## config.mk

```make
export PLATFORM = sky130hd
export DESIGN_NAME = regfile_init_bypass
export DESIGN_NICKNAME = d
export VERILOG_FILES = /design/src/rtl/regfile_init_bypass.sv
export SDC_FILE = /design/constraint.sdc
export NUM_CORES = 1
export LEC_CHECK = 0
export ABC_CLOCK_PERIOD_IN_PS = 3700
export CAP_MARGIN = 20
export CORE_MARGIN = 2
export CORE_UTILIZATION = 25
export DETAILED_ROUTE_END_ITERATION = 8
export PLACE_DENSITY_LB_ADDON = 0.12
export SYNTH_ARGS = -nofsm -noshare
export SYNTH_HDL_FRONTEND = slang
export SYNTH_SLANG_ARGS = --single-unit
export TNS_END_PERCENT = 50
```

## constraint.sdc

```tcl
create_clock -name clk -period 3.7 [get_ports clk]
set_input_delay 0.555 -clock clk [delete_from_list [all_inputs] [get_ports clk]]
set_output_delay 0.555 -clock clk [all_outputs]
set_load 0.01 [all_outputs]
```

## src/rtl/regfile_init_bypass.sv

```systemverilog
// -----------------------------------------------------------------------------
// regfile_init_bypass
//
// Single-write, dual-read register file for the decode stage. It feeds the ALU
// operand muxes.
//
// After reset, or after a clr request, a walker loads every register in
// sequence, one per clock. The stack-pointer register gets SP_INIT and every
// other register gets zero. Reads return zero and writes are refused until the
// walk finishes and ready rises. Register 0 is hard-wired to read zero.
//
// Parameters
//   DATA_WIDTH : register width in bits
//   ADDR_WIDTH : index width; DEPTH = 2**ADDR_WIDTH registers
//   SP_INDEX   : register loaded with SP_INIT during init (1..DEPTH-1)
//   SP_INIT    : init value for SP_INDEX (truncated/zero-extended)
//   BYPASS     : 1 = same-cycle write data forwarded to the read ports
//
// Ports
//   clk      in   clock; all state updates on the rising edge
//   rst_n    in   asynchronous active-low reset
//   clr      in   synchronous request to re-run initialisation (RUN only)
//   we3      in   write enable
//   a1, a2   in   read addresses
//   a3       in   write address
//   wd3      in   write data
//   rd1, rd2 out  combinational read data
//   ready    out  high in RUN; writes are accepted only while high
//   wr_drop  out  registered one-cycle pulse: a write request was discarded
// -----------------------------------------------------------------------------
module regfile_init_bypass #(
  parameter int          DATA_WIDTH = 32,
  parameter int          ADDR_WIDTH = 5,
  parameter int          SP_INDEX   = 2,
  parameter logic [31:0] SP_INIT    = 32'h7fff_efe4,
  parameter bit          BYPASS     = 1'b1
) (
  input  logic                  clk,
  input  logic                  rst_n,
  input  logic                  clr,
  input  logic                  we3,
  input  logic [ADDR_WIDTH-1:0] a1,
  input  logic [ADDR_WIDTH-1:0] a2,
  input  logic [ADDR_WIDTH-1:0] a3,
  input  logic [DATA_WIDTH-1:0] wd3,
  output logic [DATA_WIDTH-1:0] rd1,
  output logic [DATA_WIDTH-1:0] rd2,
  output logic                  ready,
  output logic                  wr_drop
);

  localparam int DEPTH = 1 << ADDR_WIDTH;

  // Index of the last register, the stack-pointer index, and the stack-pointer
  // init value, each resized to the width of the signal it is compared with or
  // loaded into.
  localparam logic [ADDR_WIDTH-1:0] LAST_IDX = '1;
  localparam logic [ADDR_WIDTH-1:0] SP_IDX   = ADDR_WIDTH'(SP_INDEX);
  localparam logic [DATA_WIDTH-1:0] SP_VAL   = DATA_WIDTH'(SP_INIT);

  typedef enum logic {
    ST_INIT = 1'b0,
    ST_RUN  = 1'b1
  } state_e;

  state_e                  state_q,    state_d;
  logic [ADDR_WIDTH-1:0]   init_cnt_q, init_cnt_d;
  logic                    wr_drop_q,  wr_drop_d;

  // Array write port, shared by the init walker and the normal write path.
  logic                    mem_we;
  logic [ADDR_WIDTH-1:0]   mem_waddr;
  logic [DATA_WIDTH-1:0]   mem_wdata;

  logic [DATA_WIDTH-1:0]   mem_q [DEPTH];

  // A write request that would actually change the array. Writes to x0 are
  // discarded silently, so they never count as dropped.
  logic wr_req;
  assign wr_req = we3 && (a3 != '0);

  // ---------------------------------------------------------------------------
  // Next-state logic
  // ---------------------------------------------------------------------------
  always_comb begin
    // NOTE: every signal assigned in this block gets a default first, so no
    // path through the case statement leaves one unassigned. That prevents
    // latch inference.
    state_d    = state_q;
    init_cnt_d = init_cnt_q;
    wr_drop_d  = 1'b0;
    mem_we     = 1'b0;
    mem_waddr  = a3;
    mem_wdata  = wd3;

    unique case (state_q)
      ST_INIT: begin
        // The walker owns the write port. clr is ignored and any real write
        // request is refused, which shows up as wr_drop.
        mem_we     = 1'b1;
        mem_waddr  = init_cnt_q;
        mem_wdata  = (init_cnt_q == SP_IDX) ? SP_VAL : '0;
        init_cnt_d = init_cnt_q + 1'b1;      // wraps to 0 after LAST_IDX
        wr_drop_d  = wr_req;
        if (init_cnt_q == LAST_IDX) begin
          state_d = ST_RUN;
        end
      end

      ST_RUN: begin
        if (clr) begin
          // clr wins over a write in the same cycle.
          state_d    = ST_INIT;
          init_cnt_d = '0;
          wr_drop_d  = wr_req;
        end else begin
          mem_we = wr_req;
        end
      end

      default: begin
        state_d    = ST_INIT;
        init_cnt_d = '0;
      end
    endcase
  end

  // ---------------------------------------------------------------------------
  // Control state: asynchronous reset puts the block back at the start of init
  // ---------------------------------------------------------------------------
  always_ff @(posedge clk or negedge rst_n) begin
    // NOTE: sequential state uses non-blocking assignments only. Every flop
    // then samples values from before the edge, whatever order the blocks
    // run in.
    if (!rst_n) begin
      state_q    <= ST_INIT;
      init_cnt_q <= '0;
      wr_drop_q  <= 1'b0;
    end else begin
      state_q    <= state_d;
      init_cnt_q <= init_cnt_d;
      wr_drop_q  <= wr_drop_d;
    end
  end

  // ---------------------------------------------------------------------------
  // Register array
  // ---------------------------------------------------------------------------
  // NOTE: the array has no reset. The init walker gives it defined contents,
  // and reads are forced to zero until then. This lets it map onto plain
  // storage without a reset network.
  always_ff @(posedge clk) begin
    if (mem_we) begin
      mem_q[mem_waddr] <= mem_wdata;
    end
  end

  // ---------------------------------------------------------------------------
  // Read ports
  // ---------------------------------------------------------------------------
  // Priority: not ready -> 0, x0 -> 0, same-cycle bypass -> wd3, else the array.
  // Bypass applies only in RUN, so it sits below the ready gate.
  function automatic logic [DATA_WIDTH-1:0] read_port(
    input logic                  run,
    input logic [ADDR_WIDTH-1:0] addr,
    input logic                  wr_en,
    input logic [ADDR_WIDTH-1:0] wr_addr,
    input logic [DATA_WIDTH-1:0] wr_data,
    input logic [DATA_WIDTH-1:0] stored
  );
    logic [DATA_WIDTH-1:0] value;
    value = '0;
    if (run && (addr != '0)) begin
      if (BYPASS && wr_en && (wr_addr == addr)) begin
        value = wr_data;
      end else begin
        value = stored;
      end
    end
    return value;
  endfunction

  logic run;
  assign run = (state_q == ST_RUN);

  always_comb begin
    rd1 = read_port(run, a1, we3, a3, wd3, mem_q[a1]);
    rd2 = read_port(run, a2, we3, a3, wd3, mem_q[a2]);
  end

  // ready follows the state register. Asynchronous reset clears the state,
  // so ready drops as soon as rst_n falls.
  assign ready   = run;
  assign wr_drop = wr_drop_q;

endmodule

```

## After elaboration in Yosys (flattened, before gate mapping)

Memories as Yosys holds them, arrays and structs flattened.
Index checks and enable logic that the tools add are counted.

- Bitwise logic cells: 1
- Equal/unequal tests: 5
- Multiplexer cells: 18
- Reductions and logical operators: 8
- Add/subtract/negate cells: 1

Operator list:

| operator | count |
|---|---|
| 2-to-1 mux 32 bit | 5 |
| 2-to-1 mux 31 bit | 1 |
| nonzero test 5 bit | 3 |
| == test 5 bit | 2 |
| 2-to-1 mux 5 bit | 2 |
| case mux 5 bit (2 select lines) | 1 |
| 2-to-1 mux 1 bit | 6 |
| case mux 1 bit (2 select lines) | 3 |
| adder 5 x 1 -> 5 bit, second input constant | 1 |
| == test 5 x 2 -> 1 bit, second input constant | 1 |
| == test 5 bit, second input constant | 1 |
| logical AND 1 bit | 5 |
| inequality test 2 bit, second input constant | 1 |
| NOT 1 bit | 1 |

- Register bits after elaboration: 7
- Memories: 1
- Bits of input ports: 51
- RAM bits: 1024

Memory list:

| memory | depth | bits a word | rd ports | clocked after Yosys merged registers in | wr ports | RTL line | text |
|---|---|---|---|---|---|---|---|
| mem_q | 32 | 32 | 2 | 0 | 1 | 75 | `logic [DATA_WIDTH-1:0] mem_q [DEPTH];` |

## Longest topological paths before layout

- Word-level depth: 6
- Mapped depth: 9

## Worst setup path after synthesis

No wires, ideal clock.

- Path kind: register to register
- Start: register state_q (netlist: ready)
- End: memory mem_q[0][0], enable pin
- Period minus slack after synthesis: 3.376 ns
- Stages on the path, launching flop included: 6
- Data arrival time: 2.955 ns
- Path slack: 0.324 ns
- Path through: dfrtp_1 -> clkbuf_1 -> clkbuf_1 -> mux2i_1 -> nand2_1 -> nor2_1

- Longest elaborated chain between the ends: 4
- Elaborated cells between the ends (all ways): 5

RTL lines:

| element | RTL line | text |
|---|---|---|
| from (decl) | 66 | `state_e state_q, state_d;` |
| from (signal assigned) | 140 | `state_q <= state_d;` |
| NOT 1 bit | -- |  |
| case mux 1 bit (2 select lines) | 96 | `unique case (state_q)` |
| 2-to-1 mux 1 bit | 153 | `if (mem_we) begin` |
| 2-to-1 mux 1 bit (not written as such) | 154 | `mem_q[mem_waddr] <= mem_wdata;` |
| to (decl) | 75 |  |

Several ways; a longest one is shown, not always the timed one.

## Worst setup path after layout

- Start: input port a1[0]
- End: output port rd1[19]

- Longest elaborated chain between the ends: 4
- Elaborated cells between the ends (all ways): 7

RTL lines:

| element | RTL line | text |
|---|---|---|
| from (decl) | 42 | `input logic [ADDR_WIDTH-1:0] a1,` |
| parallel branches: the longest is 3 deep, another holds memory (32 x 32 bit) | -- |  |
| 2-to-1 mux 32 bit (*) | 173 | `if (run && (addr != '0)) begin` |
| to (decl) | 46 | `output logic [DATA_WIDTH-1:0] rd1,` |

Mark *: on every way between the ends.

==> metrics <==
clock share of power roughly a third; fmax between 200 and 300 MHz; die extent in x approximately 450 um; Critical Path Start a1[0]; grt peak-use layer met2; Die Area roughly 200,000 um^2; final non-filler cell area a little over 60,000 um^2; GRT Total Usage roughly a fifth; RePlAce Congestion ~0.85; worst skew pair latency around 750 ps; Distinct cells, synth between 50 and 60; Max transition margin a little over 30%; initial antenna violation count 0; Clock Skew roughly 15 ps; worst-path cell chain buf_8 -> buf_16 -> buf_16 -> buf_4 -> mux4_2 -> a22oi_2 -> a21oi_2 -> buf_4 -> a221o_1 -> dlygate4sd2_1; CP Launch Type input pin; Worst Path Required approximately 3100 ps; Pint approximately 25 mW; worst setup path end rd1[19]; Net count, final roughly 3,300; number of synthesized flops with an enable pin between 1,000 and 1,500; PwrDens slightly below 600 nW/um^2; crit end category output pin; CTS Buf Count 113; post-synthesis register bit count 1,031; TritonRoute pass-1 iters 6; area grow syn2layout 25.3%; Core Rows 162; clk sink count roughly 1,000; period utilisation layout between 90% and 100%; largest net degree at the start of global routing 66; post-route ant nets 0; Max Slew Vio Count 0; grt met2 use between 30% and 40%; CORE AREA a little under 200,000 um^2; drt initial violations approximately 3,100; syn_nets about 2,800; GR Util met1 25.2%; height of the die 447 um; Post-Syn Area approximately 50,000 um^2; Seq pwr share 45.3%; Leak Pwr 20.6 nW; Clock transition at path regs 60 ps; CTS tree built; final design utilization 31.5%; ys async rst share 0.679%; DRC violations left 0; Syn Area/Cell roughly 18 um^2; Final TNS setup 0 ps; cell count after synthesis between 2,000 and 3,000; H-tree Lvls 3; max incr delay on CP roughly 500 ps; io pins 117; vias in the first global route roughly 33,000; Worst Setup Path Type input pin to output pin; FF-to-FF path depth 6; vias post-DR roughly 31,000; top cells by count, synth edfxtp_1 (1,024), mux4_2 (355), mux2i_1 (259), a221oi_1 (125), nor2_1 (109); average wire per cell in the routed design ~33 um; min Tclk post-route 3690 ps; r2r setup slk ~630 ps; sw frac between 30% and 40%; unrepaired setup endpoints after global routing true; yosys warns 0; top-count cell post-synth edfxtp_1; met3 GRT Util under 10%; I/O Buffers between 100 and 150; Synth top area share around 63%; worst min-delay path class input pin to asynchronous set/reset pin; final-report setup violation count 0; RR Endpoint mem_q[14][13]$_DFFE_PP_; Hold Buf Count CTS 0; Final Hold Vio Count 0; result of the run finished, final reports clean; fraction of layout cells with a size suffix above 1 34.4%; largest cells by area after synthesis edfxtp_1 (63%), mux4_2 (16%), mux2i_1 (5.3%); register area share after synthesis 63.1%; CP Data Arrival Time 3130 ps; Crit Path Max Fanout 16; critical path's slowest cell mux4_2; Synth area leader edfxtp_1; NetSw roughly 11 mW; Max Cap Viol 0; detailed placement HPWL ~130 mm; Main synth FF type edfxtp_1; CTS Buffer Depth 3; final wirelength ~200 mm; Max VDD drop approximately 0.35 mV; first-pass GRT wire length between 200 and 300 mm; Worst-Margin Slew around 1000 ps; gr ovfl total 0; Vias/cell between 5 and 6; proportion of power drawn by combinational gates between 20% and 30%; Initial Utilization between 20% and 30%; Area after DPL roughly 57,000 um^2; Root Buffer clkbuf_16; worst r2r src ready$_DFF_PN0_
-- through the flow --
stage               total power [mW]  worst slack, ps  hold slack, ps  cells
finish                          35.4             14.0             121   5950
global placement                24.2             -727             590   5709
global route                    36.7            -14.7             116   5949
floorplan                       19.8              324             259   2792
CTS                             35.8            -52.9            65.2   5941
detailed placement              24.4             -560             587   5712
-- routing by layer --
layer | part of all wire (%) | routed length, um
met1 | 42 | 82800
met5 | 0 | 0
met4 | 3.1 | 6220
met3 | 4.6 | 9010
met2 | 50 | 100000
-- power groups by stage --
stage | logic, mW | registers, mW | clock network [mW]
6_report | 8.22 | 16.0 | 11.2
3_5_place_dp | 8.14 | 16.3 | 0
2_1_floorplan | 3.65 | 16.1 | 0
4_1_cts | 8.25 | 16.0 | 11.5
5_1_grt | 8.61 | 16.2 | 11.9
3_3_place_gp | 8.04 | 16.2 | 0
-- worst min-delay path by stage --
stage	start	to	slack, ps	cells after the start
after floorplan	rst_n	init_cnt_q[0]$_DFFE_PN0P_	260	0
after global placement	init_cnt_q[0]$_DFFE_PN0P_	init_cnt_q[0]$_DFFE_PN0P_	590	2
after detailed placement	init_cnt_q[0]$_DFFE_PN0P_	init_cnt_q[0]$_DFFE_PN0P_	590	2
after CTS	rst_n	wr_drop$_DFF_PN0_	70	1
after global routing	rst_n	wr_drop$_DFF_PN0_	120	1
final	rst_n	wr_drop$_DFF_PN0_	120	1
-- cell usage in the layout, fill, tap and decap left out, types with 7 or more instances in the layout --
cell             count
a221o_1             62
clkinv_1            27
nor2_1              72
a21oi_1             29
buf_16              10
mux2i_1            259
o211ai_1            30
bufinv_16           10
a221oi_1           120
buf_4              303
o221ai_1            31
a31oi_2              7
mux4_2             355
nor2_4              39
clkinv_2            23
o21ai_0             18
nand2b_1            31
buf_12             115
a22oi_1             73
clkbuf_1            23
a31oi_1             18
clkbuf_16          116
nand3_1             34
mux2_2              67
nand2_1            106
o21ai_2             13
o21ai_1             69
edfxtp_1          1024
a22oi_2             22
dlygate4sd2_1       51
clkdlybuf4s50_1     51
buf_6               12
-- area by class of cell --
class	count	area, um^2
fillers	19000	134000
flip-flops and latches	1031	30900
multi-input cells	1522	17400
repair buffers	556	6180
well taps	2624	3280
clock buffers	137	2940
clock inverters	71	629
inverters	8	33.8
diodes	1	2.50
-- cell families (layout without fill, tap and decap cells) --
logic type,count (synthesis),count (layout),share of synthesized area (%)
buf+inv,240,772,2.84
other cells,0,1,0
mux,681,681,23.1
flops,1031,1031,63.1
fa+ha+maj,3,3,0.0765
xor+xnor,12,12,0.214
simple gates,311,312,2.81
compound gates,514,514,7.88
-- timing repair --
action | in CTS | in global routing
hold endpoints to repair | 0 | 0
resized for setup | 143 | 23
buffers inserted | 18 | 4
setup endpoints to repair | 64 | 20
pin swaps | 14 | 7
gates cloned | 3 | 1
-- critical path, delay by kind of cell --
| kind | cells | cell delay, ps |
|---|---|---|
| buffers and inverters | 6 | 1170 |
| AOI/OAI and AO/OA | 3 | 850 |
| muxes | 1 | 500 |
-- flip-flops by register name (all words and copies together) (netlist names) --
signal and count:
mem_q 1024, init_cnt_q 5, ready 1, wr_drop 1
Power figures use the tool's default switching activity.
